$ cat config.mk
export PLATFORM = sky130hd
export DESIGN_NAME = puf_race_controller_flat
export DESIGN_NICKNAME = d
export VERILOG_FILES = /design/src/rtl/puf_race_controller_pkg.sv /design/src/rtl/puf_race_controller_if.sv /design/src/rtl/puf_race_timer.sv /design/src/rtl/puf_race_controller.sv /design/src/flat_wrapper.sv
export SDC_FILE = /design/constraint.sdc
export NUM_CORES = 1
export LEC_CHECK = 0
export BUFFER_PORTS_ARGS = -buffer_cell sky130_fd_sc_hd__buf_2
export CORE_MARGIN = 1
export CORE_UTILIZATION = 57
export CTS_BUF_LIST = sky130_fd_sc_hd__clkbuf_4
export CTS_CLUSTER_DIAMETER = 80
export DETAILED_ROUTE_END_ITERATION = 10
export PLACE_DENSITY = 0.91
export SYNTH_ARGS = -nofsm -noshare
export SYNTH_HDL_FRONTEND = slang
export SYNTH_SLANG_ARGS = --single-unit
export TNS_END_PERCENT = 10
$ cat constraint.sdc
create_clock -name clk -period 4.5 [get_ports clk]
set_clock_uncertainty 0.2 [all_clocks]
set_input_delay 0 -clock clk [delete_from_list [all_inputs] [get_ports clk]]
set_output_delay 0 -clock clk [all_outputs]
set_load 0.02 [all_outputs]
$ cat src/rtl/puf_race_controller_pkg.sv
// puf_pkg: shared state encoding and default sizing for the PUF race controller.
package puf_pkg;
    typedef enum logic [2:0] {IDLE, CLEAR, RACE, RECORD, DONE} state_t;
    localparam int DEF_CHAL_WIDTH = 8;
    localparam int DEF_RESP_BITS = 8;
    localparam int DEF_TIMEOUT = 1023;
    localparam int DEF_TIMER_W = $clog2(DEF_TIMEOUT + 1);
endpackage

$ cat src/rtl/puf_race_controller_if.sv
// puf_race_controller_if: challenge/response handshake plus post-mux counter control.
interface puf_race_controller_if #(
    parameter int CHAL_WIDTH = 8,
    parameter int RESP_BITS = 8
);
    logic                  chal_valid;
    logic                  chal_ready;
    logic [CHAL_WIDTH-1:0] chal_data;
    logic [CHAL_WIDTH-1:0] mux_sel;
    logic                  cnt_reset;
    logic                  cnt_enable;
    logic                  finished_a;
    logic                  finished_b;
    logic                  resp_valid;
    logic                  resp_ready;
    logic [RESP_BITS-1:0]  resp_data;
    logic                  tie_seen;
    logic                  timeout_seen;
    modport slave (
        input  chal_valid, chal_data, finished_a, finished_b, resp_ready,
        output chal_ready, mux_sel, cnt_reset, cnt_enable, resp_valid, resp_data, tie_seen, timeout_seen
    );
    modport master (
        output chal_valid, chal_data, finished_a, finished_b, resp_ready,
        input  chal_ready, mux_sel, cnt_reset, cnt_enable, resp_valid, resp_data, tie_seen, timeout_seen
    );
endinterface

$ cat src/rtl/puf_race_timer.sv
// puf_race_timer: cycle counter with synchronous clear, enable and terminal-count flag.
module puf_race_timer #(
    parameter int W = 10,
    parameter int TERMINAL = 1022
) (
    input  logic clk,
    input  logic rst,
    input  logic clr_i,
    input  logic en_i,
    output logic tc_o
);
    logic [W-1:0] count_q, count_d;
    always_comb count_d = clr_i ? '0 : en_i ? count_q + 1'b1 : count_q;
    always_ff @(posedge clk) begin
        if (rst) count_q <= '0;
        else     count_q <= count_d;
    end
    assign tc_o = count_q == W'(TERMINAL);
endmodule

$ cat src/rtl/puf_race_controller.sv
// puf_race_controller: runs one counter race per response bit and returns the packed response.
module puf_race_controller
    import puf_pkg::*;
#(
    parameter int CHAL_WIDTH = DEF_CHAL_WIDTH,
    parameter int RESP_BITS = DEF_RESP_BITS,
    parameter int TIMEOUT = DEF_TIMEOUT,
    parameter int TIMER_W = $clog2(TIMEOUT + 1)
) (
    input  logic clk,
    input  logic reset,
    puf_race_controller_if.slave bus
);
    localparam int IDX_W = $clog2(RESP_BITS);

    state_t                state_q, state_d;
    logic [IDX_W-1:0]      idx_q, idx_d;
    logic [CHAL_WIDTH-1:0] chal_q, chal_d;
    logic [CHAL_WIDTH-1:0] mux_q, mux_d;
    logic [RESP_BITS-1:0]  resp_q, resp_d;
    logic                  tie_q, tie_d;
    logic                  to_q, to_d;
    logic                  bit_q, bit_d;
    logic                  tc;

    // Timer reads 0 in the first RACE cycle, so the terminal value TIMEOUT-1 gives TIMEOUT race cycles.
    puf_race_timer #(.W(TIMER_W), .TERMINAL(TIMEOUT - 1)) u_timer (
        .clk   (clk),
        .rst   (reset),
        .clr_i (state_q == CLEAR),
        .en_i  (state_q == RACE),
        .tc_o  (tc)
    );

    always_comb begin
        state_d = state_q;
        idx_d = idx_q;
        chal_d = chal_q;
        mux_d = mux_q;
        resp_d = resp_q;
        tie_d = tie_q;
        to_d = to_q;
        bit_d = bit_q;
        case (state_q)
            IDLE: if (bus.chal_valid) begin
                state_d = CLEAR;
                chal_d = bus.chal_data;
                mux_d = bus.chal_data;
                resp_d = '0;
                tie_d = 1'b0;
                to_d = 1'b0;
                idx_d = '0;
            end
            CLEAR: state_d = RACE;
            RACE: if (bus.finished_a || bus.finished_b || tc) begin
                state_d = RECORD;
                bit_d = bus.finished_a && !bus.finished_b;
                tie_d = tie_q || (bus.finished_a && bus.finished_b);
                to_d = to_q || (!bus.finished_a && !bus.finished_b);
            end
            RECORD: begin
                resp_d = {resp_q[RESP_BITS-2:0], bit_q};
                if (idx_q == IDX_W'(RESP_BITS - 1)) begin
                    state_d = DONE;
                end else begin
                    state_d = CLEAR;
                    idx_d = idx_q + 1'b1;
                    mux_d = chal_q + CHAL_WIDTH'(idx_q) + 1'b1;
                end
            end
            DONE: state_d = bus.resp_ready ? IDLE : DONE;
            default: state_d = IDLE;
        endcase
    end

    always_ff @(posedge clk) begin
        if (reset) begin
            state_q <= IDLE;
            idx_q <= '0;
            chal_q <= '0;
            mux_q <= '0;
            resp_q <= '0;
            tie_q <= 1'b0;
            to_q <= 1'b0;
            bit_q <= 1'b0;
        end else begin
            state_q <= state_d;
            idx_q <= idx_d;
            chal_q <= chal_d;
            mux_q <= mux_d;
            resp_q <= resp_d;
            tie_q <= tie_d;
            to_q <= to_d;
            bit_q <= bit_d;
        end
    end

    assign bus.chal_ready = state_q == IDLE && !reset;
    assign bus.cnt_reset = reset || state_q == IDLE || state_q == CLEAR || state_q == DONE;
    assign bus.cnt_enable = state_q == RACE && !reset;
    assign bus.resp_valid = state_q == DONE && !reset;
    assign bus.mux_sel = mux_q;
    assign bus.resp_data = resp_q;
    assign bus.tie_seen = tie_q;
    assign bus.timeout_seen = to_q;
endmodule

$ cat src/flat_wrapper.sv
// flat-port wrapper written by rule: the top's interface ports become plain ports
module puf_race_controller_flat import puf_pkg::*;
#(
    parameter int CHAL_WIDTH = DEF_CHAL_WIDTH,
    parameter int RESP_BITS = DEF_RESP_BITS,
    parameter int TIMEOUT = DEF_TIMEOUT,
    parameter int TIMER_W = $clog2(TIMEOUT + 1)
)
  (clk, reset, bus_chal_valid, bus_chal_data, bus_finished_a, bus_finished_b, bus_resp_ready, bus_chal_ready, bus_mux_sel, bus_cnt_reset, bus_cnt_enable, bus_resp_valid, bus_resp_data, bus_tie_seen, bus_timeout_seen);
  puf_race_controller_if #(.CHAL_WIDTH(CHAL_WIDTH), .RESP_BITS(RESP_BITS)) bus_i ();
  input  logic clk;
  input  logic reset;
  input wire logic [$bits(bus_i.chal_valid)-1:0] bus_chal_valid;
  input wire logic [$bits(bus_i.chal_data)-1:0] bus_chal_data;
  input wire logic [$bits(bus_i.finished_a)-1:0] bus_finished_a;
  input wire logic [$bits(bus_i.finished_b)-1:0] bus_finished_b;
  input wire logic [$bits(bus_i.resp_ready)-1:0] bus_resp_ready;
  output wire logic [$bits(bus_i.chal_ready)-1:0] bus_chal_ready;
  output wire logic [$bits(bus_i.mux_sel)-1:0] bus_mux_sel;
  output wire logic [$bits(bus_i.cnt_reset)-1:0] bus_cnt_reset;
  output wire logic [$bits(bus_i.cnt_enable)-1:0] bus_cnt_enable;
  output wire logic [$bits(bus_i.resp_valid)-1:0] bus_resp_valid;
  output wire logic [$bits(bus_i.resp_data)-1:0] bus_resp_data;
  output wire logic [$bits(bus_i.tie_seen)-1:0] bus_tie_seen;
  output wire logic [$bits(bus_i.timeout_seen)-1:0] bus_timeout_seen;
  assign bus_i.chal_valid = bus_chal_valid;
  assign bus_i.chal_data = bus_chal_data;
  assign bus_i.finished_a = bus_finished_a;
  assign bus_i.finished_b = bus_finished_b;
  assign bus_i.resp_ready = bus_resp_ready;
  assign bus_chal_ready = bus_i.chal_ready;
  assign bus_mux_sel = bus_i.mux_sel;
  assign bus_cnt_reset = bus_i.cnt_reset;
  assign bus_cnt_enable = bus_i.cnt_enable;
  assign bus_resp_valid = bus_i.resp_valid;
  assign bus_resp_data = bus_i.resp_data;
  assign bus_tie_seen = bus_i.tie_seen;
  assign bus_timeout_seen = bus_i.timeout_seen;
  puf_race_controller #(.CHAL_WIDTH(CHAL_WIDTH), .RESP_BITS(RESP_BITS), .TIMEOUT(TIMEOUT), .TIMER_W(TIMER_W)) u_core (.clk(clk), .reset(reset), .bus(bus_i));
endmodule
-- After elaboration in Yosys (flattened, before gate mapping)
Index checks and enable logic that the tools add are counted.
- logic and storage cells: 66
- input port bits: 14
- register bits: 43
- reductions and logical operators: 26
- multiplexer cells: 18
- $add $sub $neg: 4
- equal/unequal tests: 9
- operators by type and width (operator ; number):
    8-bit one-hot mux with 2 select lines ; 2
    8-bit two-way mux ; 3
    3-bit two-way mux ; 6
    3-bit one-hot mux with 5 select lines ; 1
    10-bit by 1-bit adder with 10-bit output (second input constant) ; 1
    10-bit equality test (second input constant) ; 1
    8-bit by 1-bit adder with 8-bit output (second input constant) ; 1
    8-bit by 3-bit adder with 8-bit output ; 1
    2-bit AND reduction ; 4
    1-bit logical OR ; 7
    3-bit by 2-bit equality test with 1-bit output (second input constant) ; 2
    3-bit equality test (second input constant) ; 2
    1-bit logical AND ; 6
    3-bit one-hot mux with 2 select lines ; 1
    3-bit AND reduction ; 2
    2-bit != test (second input constant) ; 2
    1-bit one-hot mux with 2 select lines ; 2
    2-bit nonzero test ; 2
    3-bit by 1-bit adder with 3-bit output (second input constant) ; 1
    3-bit by 1-bit equality test with 1-bit output (second input constant) ; 1
    1-bit zero test ; 3
    3-bit zero test ; 1
    1-bit two-way mux ; 3
    2-bit by 1-bit != test with 1-bit output (second input constant) ; 1
    2-bit OR reduction ; 1

-- Depth between registers and ports, before layout
- depth in word-level cells: 5
- mapped depth: 8
- gate-level depth less buffers: 8

-- Cells and area by module
Synthesis repeated with hierarchy kept, for this count alone.
- cells, all modules: 253
- area total of the unflattened synthesis: 2119.5 um^2
- by module, submodules not included (module ; seq. area each (um^2) ; area an instance (um^2) ; cells each ; instances):
    puf_race_controller ; 660.6 ; 1649.1 ; 198 ; 1
    puf_race_timer ; 200.2 ; 470.5 ; 55 ; 1

-- Worst setup path after synthesis
OpenSTA, ideal clock, no wires.
- path kind: reg2reg
- start point: register u_core.idx_q[0]
- end point: register u_core.mux_q[4], in the netlist u_core.bus.mux_sel[4]
- cell stages (with the launch flop): 9
- path slack: 2.484 ns
- required time: 4.230 ns
- buffers on the path: 0
- setup time: 0.070 ns
- arrival time: 1.746 ns
- cells stage by stage: dfxtp_1 inv_1 ha_1 fa_1 nor2b_1 o21ai_0 xor2_1 a211o_1 a21oi_1
- cells in the longest elaborated chain, start to end: 4
- elaborated cells on any way between the ends: 7
- RTL lines (what ; RTL line ; text):
    start, declared ; puf_race_controller.sv:17 ; logic [IDX_W-1:0] idx_q, idx_d;
    start signal, assigned ; puf_race_controller.sv:88 ; idx_q <= idx_d;
    8-bit by 3-bit adder with 8-bit output ; puf_race_controller.sv:68 ; mux_d = chal_q + CHAL_WIDTH'(idx_q) + 1'b1;
    8-bit by 1-bit adder with 8-bit output ; puf_race_controller.sv:68 ;
    8-bit two-way mux ; puf_race_controller.sv:63 ; if (idx_q == IDX_W'(RESP_BITS - 1)) begin
    8-bit one-hot mux with 2 select lines ; puf_race_controller.sv:44 ; case (state_q)
    end signal, assigned ; puf_race_controller.sv:90 ; mux_q <= mux_d;
    end, declared ; puf_race_controller.sv:19 ; logic [CHAL_WIDTH-1:0] mux_q, mux_d;
Several ways; a longest one is shown, not always the timed one. The select of a mux whose other input is x is not followed.
A chain may end at the register's enable or synchronous reset.

-- Final worst setup path
- start point: register u_core.state_q[2]
- end point: register u_core.chal_q[1]
- cells in the longest elaborated chain, start to end: 2
- RTL lines (what ; RTL line ; text):
    start, declared ; puf_race_controller.sv:16 ; state_t state_q, state_d;
    start signal, assigned ; puf_race_controller.sv:87 ; state_q <= state_d;
    3-bit zero test ; puf_race_controller.sv:44 ;
    2-bit AND reduction (no line) ; -- ;
    end signal, assigned ; puf_race_controller.sv:89 ; chal_q <= chal_d;
    end, declared ; puf_race_controller.sv:18 ; logic [CHAL_WIDTH-1:0] chal_q, chal_d;
Every way passes these cells.

==> flow_summary.json <==
{
  "run_status": "completed",
  "synthArstFlopShare": 0,
  "crit_fanout": 16,
  "timing.critical_path.required_ns": 4.57,
  "p_leak_nw": 0.9795,
  "crit_arrival_ns": 2.48,
  "vias_per_instance": 5.564,
  "share_seq_of_total_power": 0.502,
  "buffers_on_ports": 35,
  "place_area_um2": 2178,
  "flow.area_growth_from_synthesis_pct": 22.23,
  "vdd_drop_max_mv": 0.2520,
  "die_x_um": 61.54,
  "post_drt_antenna_nets": 0,
  "timing.max_cap.violations": 0,
  "yosysSeqAreaShare": 0.4260,
  "critical_path_source_type": "flop",
  "fmax_mhz": 414.6,
  "synth_warnings": 0,
  "clock_power_share": 0.290,
  "netlist_top_cells_area": "dfxtp_1 43%, a21oi_1 8.2%, nand2_1 7.6%, nor2_1 5.2%, ha_1 4.3%",
  "p_sw_mw": 0.2589,
  "setup_repair_after_global_routing_missed_its_margin": "false",
  "clk_pin_slew_worst_paths_ns": 0.14,
  "capturing_point_of_the_worst_reg2reg_path": "u_core.chal_q[1]",
  "period_minus_slack_ns": 2.412,
  "synth.ff_latch_count": 43,
  "routedWlPerCell_um": 13.15,
  "ys_types": 40,
  "post_cts_resized": 0,
  "cts_hold_buf": 21,
  "final_layout_size_suffix_gt1_frac": 0.1667,
  "cts_tree": "done",
  "clk_root_buffer_cell": "clkbuf_4",
  "cts_made_buffers": 5,
  "place_hpwl_um": 2929,
  "syn-num-nets": 272,
  "intPower_mw": 0.5909,
  "cts_buffer_depth": 2,
  "dieArea_um2": 3787,
  "final_estimated_routing_congestion_in_global_placement": 0.8091,
  "h-tree-depth": 2,
  "grt_pass1_vias": 1659,
  "grt_use_total": 0.2596,
  "drtIter0Drc": 132,
  "post_syn_instances": 250,
  "synth.avg_cell_area_um2": 8.083,
  "syn-cell-area_um2": 2021,
  "drt-pass1-iter-count": 4,
  "design.core.area_um2": 3363,
  "timing.final.max_slew_violations": 0,
  "die_height_um": 61.54,
  "netlist.top_cell.by_area": "dfxtp_1",
  "final_design_area_no_fill_um2": 2470,
  "hold-path-cell-count": 4,
  "worst_setup_path_end_kind": "flop",
  "cts.sinks": 43,
  "power_switching_share": 0.3047,
  "min_to": "u_core.chal_q[2]",
  "p_per_area_nw_per_um2": 344.0,
  "num-nets-final": 321,
  "postCtsSetupBuffers": 0,
  "ys.flop_type": "dfxtp_1",
  "grt_pass1_wl_um": 7148,
  "slew_headroom": 0.4531,
  "antenna-diode-count": 0,
  "final.period_utilization": 0.5360,
  "power_frac_comb": 0.208,
  "grt_overflow": 0,
  "worst_hold_path_type": "input port to flop",
  "drc_errors": 0,
  "hold_path_startpoint": "bus_chal_data[2]",
  "largest_net_degree_at_the_start_of_global_routing": 37,
  "critical_path_class": "flop to flop",
  "ff2ff_path_depth": 5,
  "setup-tns-final_ns": 0,
  "r2r-start": "u_core.state_q[2]",
  "wl_um": 4550,
  "worst-r2r-setup-slack_ns": 2.09,
  "finalSetupViolCount": 0,
  "io_pins": 36,
  "worst_pin_slew_ns": 0.8187,
  "final_hold_viol_count": 0,
  "grt_antenna_before_repair": 0,
  "number_of_enable_type_register_cells_in_the_synthesized_netlist": 0,
  "floorplan.initialDensity": 0.6008,
  "via_count": 1925,
  "core.rowCount": 21,
  "share_of_the_synthesized_area_in_the_top_cell_type": 0.4260,
  "clock_latency_ns": 0.37
}
-- cell type report --
cell class / count / area, um2
Inverter: 7 / 26.28
Tap cell: 46 / 57.56
Sequential cell: 43 / 860.8
Clock buffer: 5 / 37.54
Clock inverter: 3 / 43.79
Multi-Input combinational cell: 186 / 1059
Fill cell: 276 / 893.4
Timing Repair Buffer: 56 / 385.4
-- Yosys cell counts (2+ instances only) --
| cell | instances |
|---|---|
| ha_1 | 7 |
| nand2_1 | 41 |
| a31oi_1 | 2 |
| inv_1 | 7 |
| a21oi_1 | 33 |
| xnor2_1 | 7 |
| nand4_1 | 3 |
| o21ai_0 | 4 |
| nor2_1 | 28 |
| nand3b_1 | 2 |
| nor2b_1 | 2 |
| or2_2 | 2 |
| a221o_1 | 2 |
| clkbuf_1 | 8 |
| buf_6 | 2 |
| o211ai_1 | 2 |
| buf_2 | 3 |
| dfxtp_1 | 43 |
| nand3_1 | 14 |
| a211oi_1 | 3 |
| nor3_1 | 9 |
| xor2_1 | 6 |
| a22oi_1 | 3 |
-- sequential cells by signal, summed over array words and instances (netlist names) --
signal and flops:
u_core.state_q 3, u_core.chal_q 8, u_core.u_timer.count_q 10, u_core.bus.resp_data 8, u_core.bus.timeout_seen 1, u_core.bus.tie_seen 1
u_core.bus.mux_sel 8, u_core.idx_q 3, u_core.bit_q 1
-- critical path, stage by stage (launching register included) --
cell,delay [ns]
dfxtp_1,0.45
nor3_1,0.37
nand2_1,0.44
nand2_1,0.20
a21oi_1,0.08
dlygate4sd3_1,0.59
-- routing by layer --
layer  track usage  vias up  routed length, um
li1              -      953                  -
met1        0.3242      888               2006
met2        0.4025       66               2141
met3       0.06723       18                270
met4        0.1556        0                132
met5             0        -                  0
-- layout by cell type (no fill, tap or decap), types with 2 or more instances in the layout --
master          n
a211oi_1        3
a21oi_1        33
a221o_1         2
a22oi_1         3
a31oi_1         2
buf_2          35
clkbuf_4        5
dfxtp_1        43
dlygate4sd3_1  21
ha_1            7
inv_1           7
nand2_1        41
nand3_1        14
nand3b_1        2
nand4_1         3
nor2_1         28
nor2b_1         2
nor3_1          9
o211ai_1        2
o21ai_0         4
or2_2           2
xnor2_1         7
xor2_1          6
-- power groups by stage --
stage                     Clock, mW  Sequential, mW  Combinational (mW)
after CTS                     0.249           0.426               0.175
final                         0.247           0.427               0.176
after global placement            0           0.434               0.152
after global routing          0.268           0.431               0.195
after detailed placement          0           0.435               0.156
after floorplan                   0           0.438               0.116
-- cell families after synthesis --
| group | count (synthesis) | share of synthesized area |
|---|---|---|
| flops | 43 | 0.4260 |
| fa+ha+maj | 8 | 0.05325 |
| compound gates | 53 | 0.1536 |
| buf+inv | 21 | 0.05016 |
| xor+xnor | 13 | 0.05635 |
| simple gates | 112 | 0.2607 |
-- per-stage QoR --
stage               hold slack (ns)  total power, mW  cells  utilization  worst slack [ns]
global placement            0.05535           0.5859    317       0.6477             2.412
CTS                          0.2312           0.8505    346       0.7344             2.099
finish                       0.2519           0.8498    346       0.7344             2.088
detailed placement          0.06186           0.5909    317       0.6477             2.367
floorplan                  -0.06404           0.5540    250            -             2.484
global route                 0.2762           0.8934    346       0.7344             1.960
-- how the worst max path moves through the flow --
stage / start / endpoint / cells after the start
2_1_floorplan: u_core.idx_q[0] / u_core.bus.mux_sel[4] / 8
3_3_place_gp: u_core.idx_q[0] / u_core.bus.mux_sel[4] / 8
3_5_place_dp: u_core.idx_q[0] / u_core.bus.mux_sel[4] / 8
4_1_cts: u_core.state_q[2] / u_core.chal_q[7] / 5
5_1_grt: u_core.state_q[2] / u_core.chal_q[7] / 5
6_report: u_core.state_q[2] / u_core.chal_q[1] / 5
No activity file was read; power rests on OpenSTA's default activity.
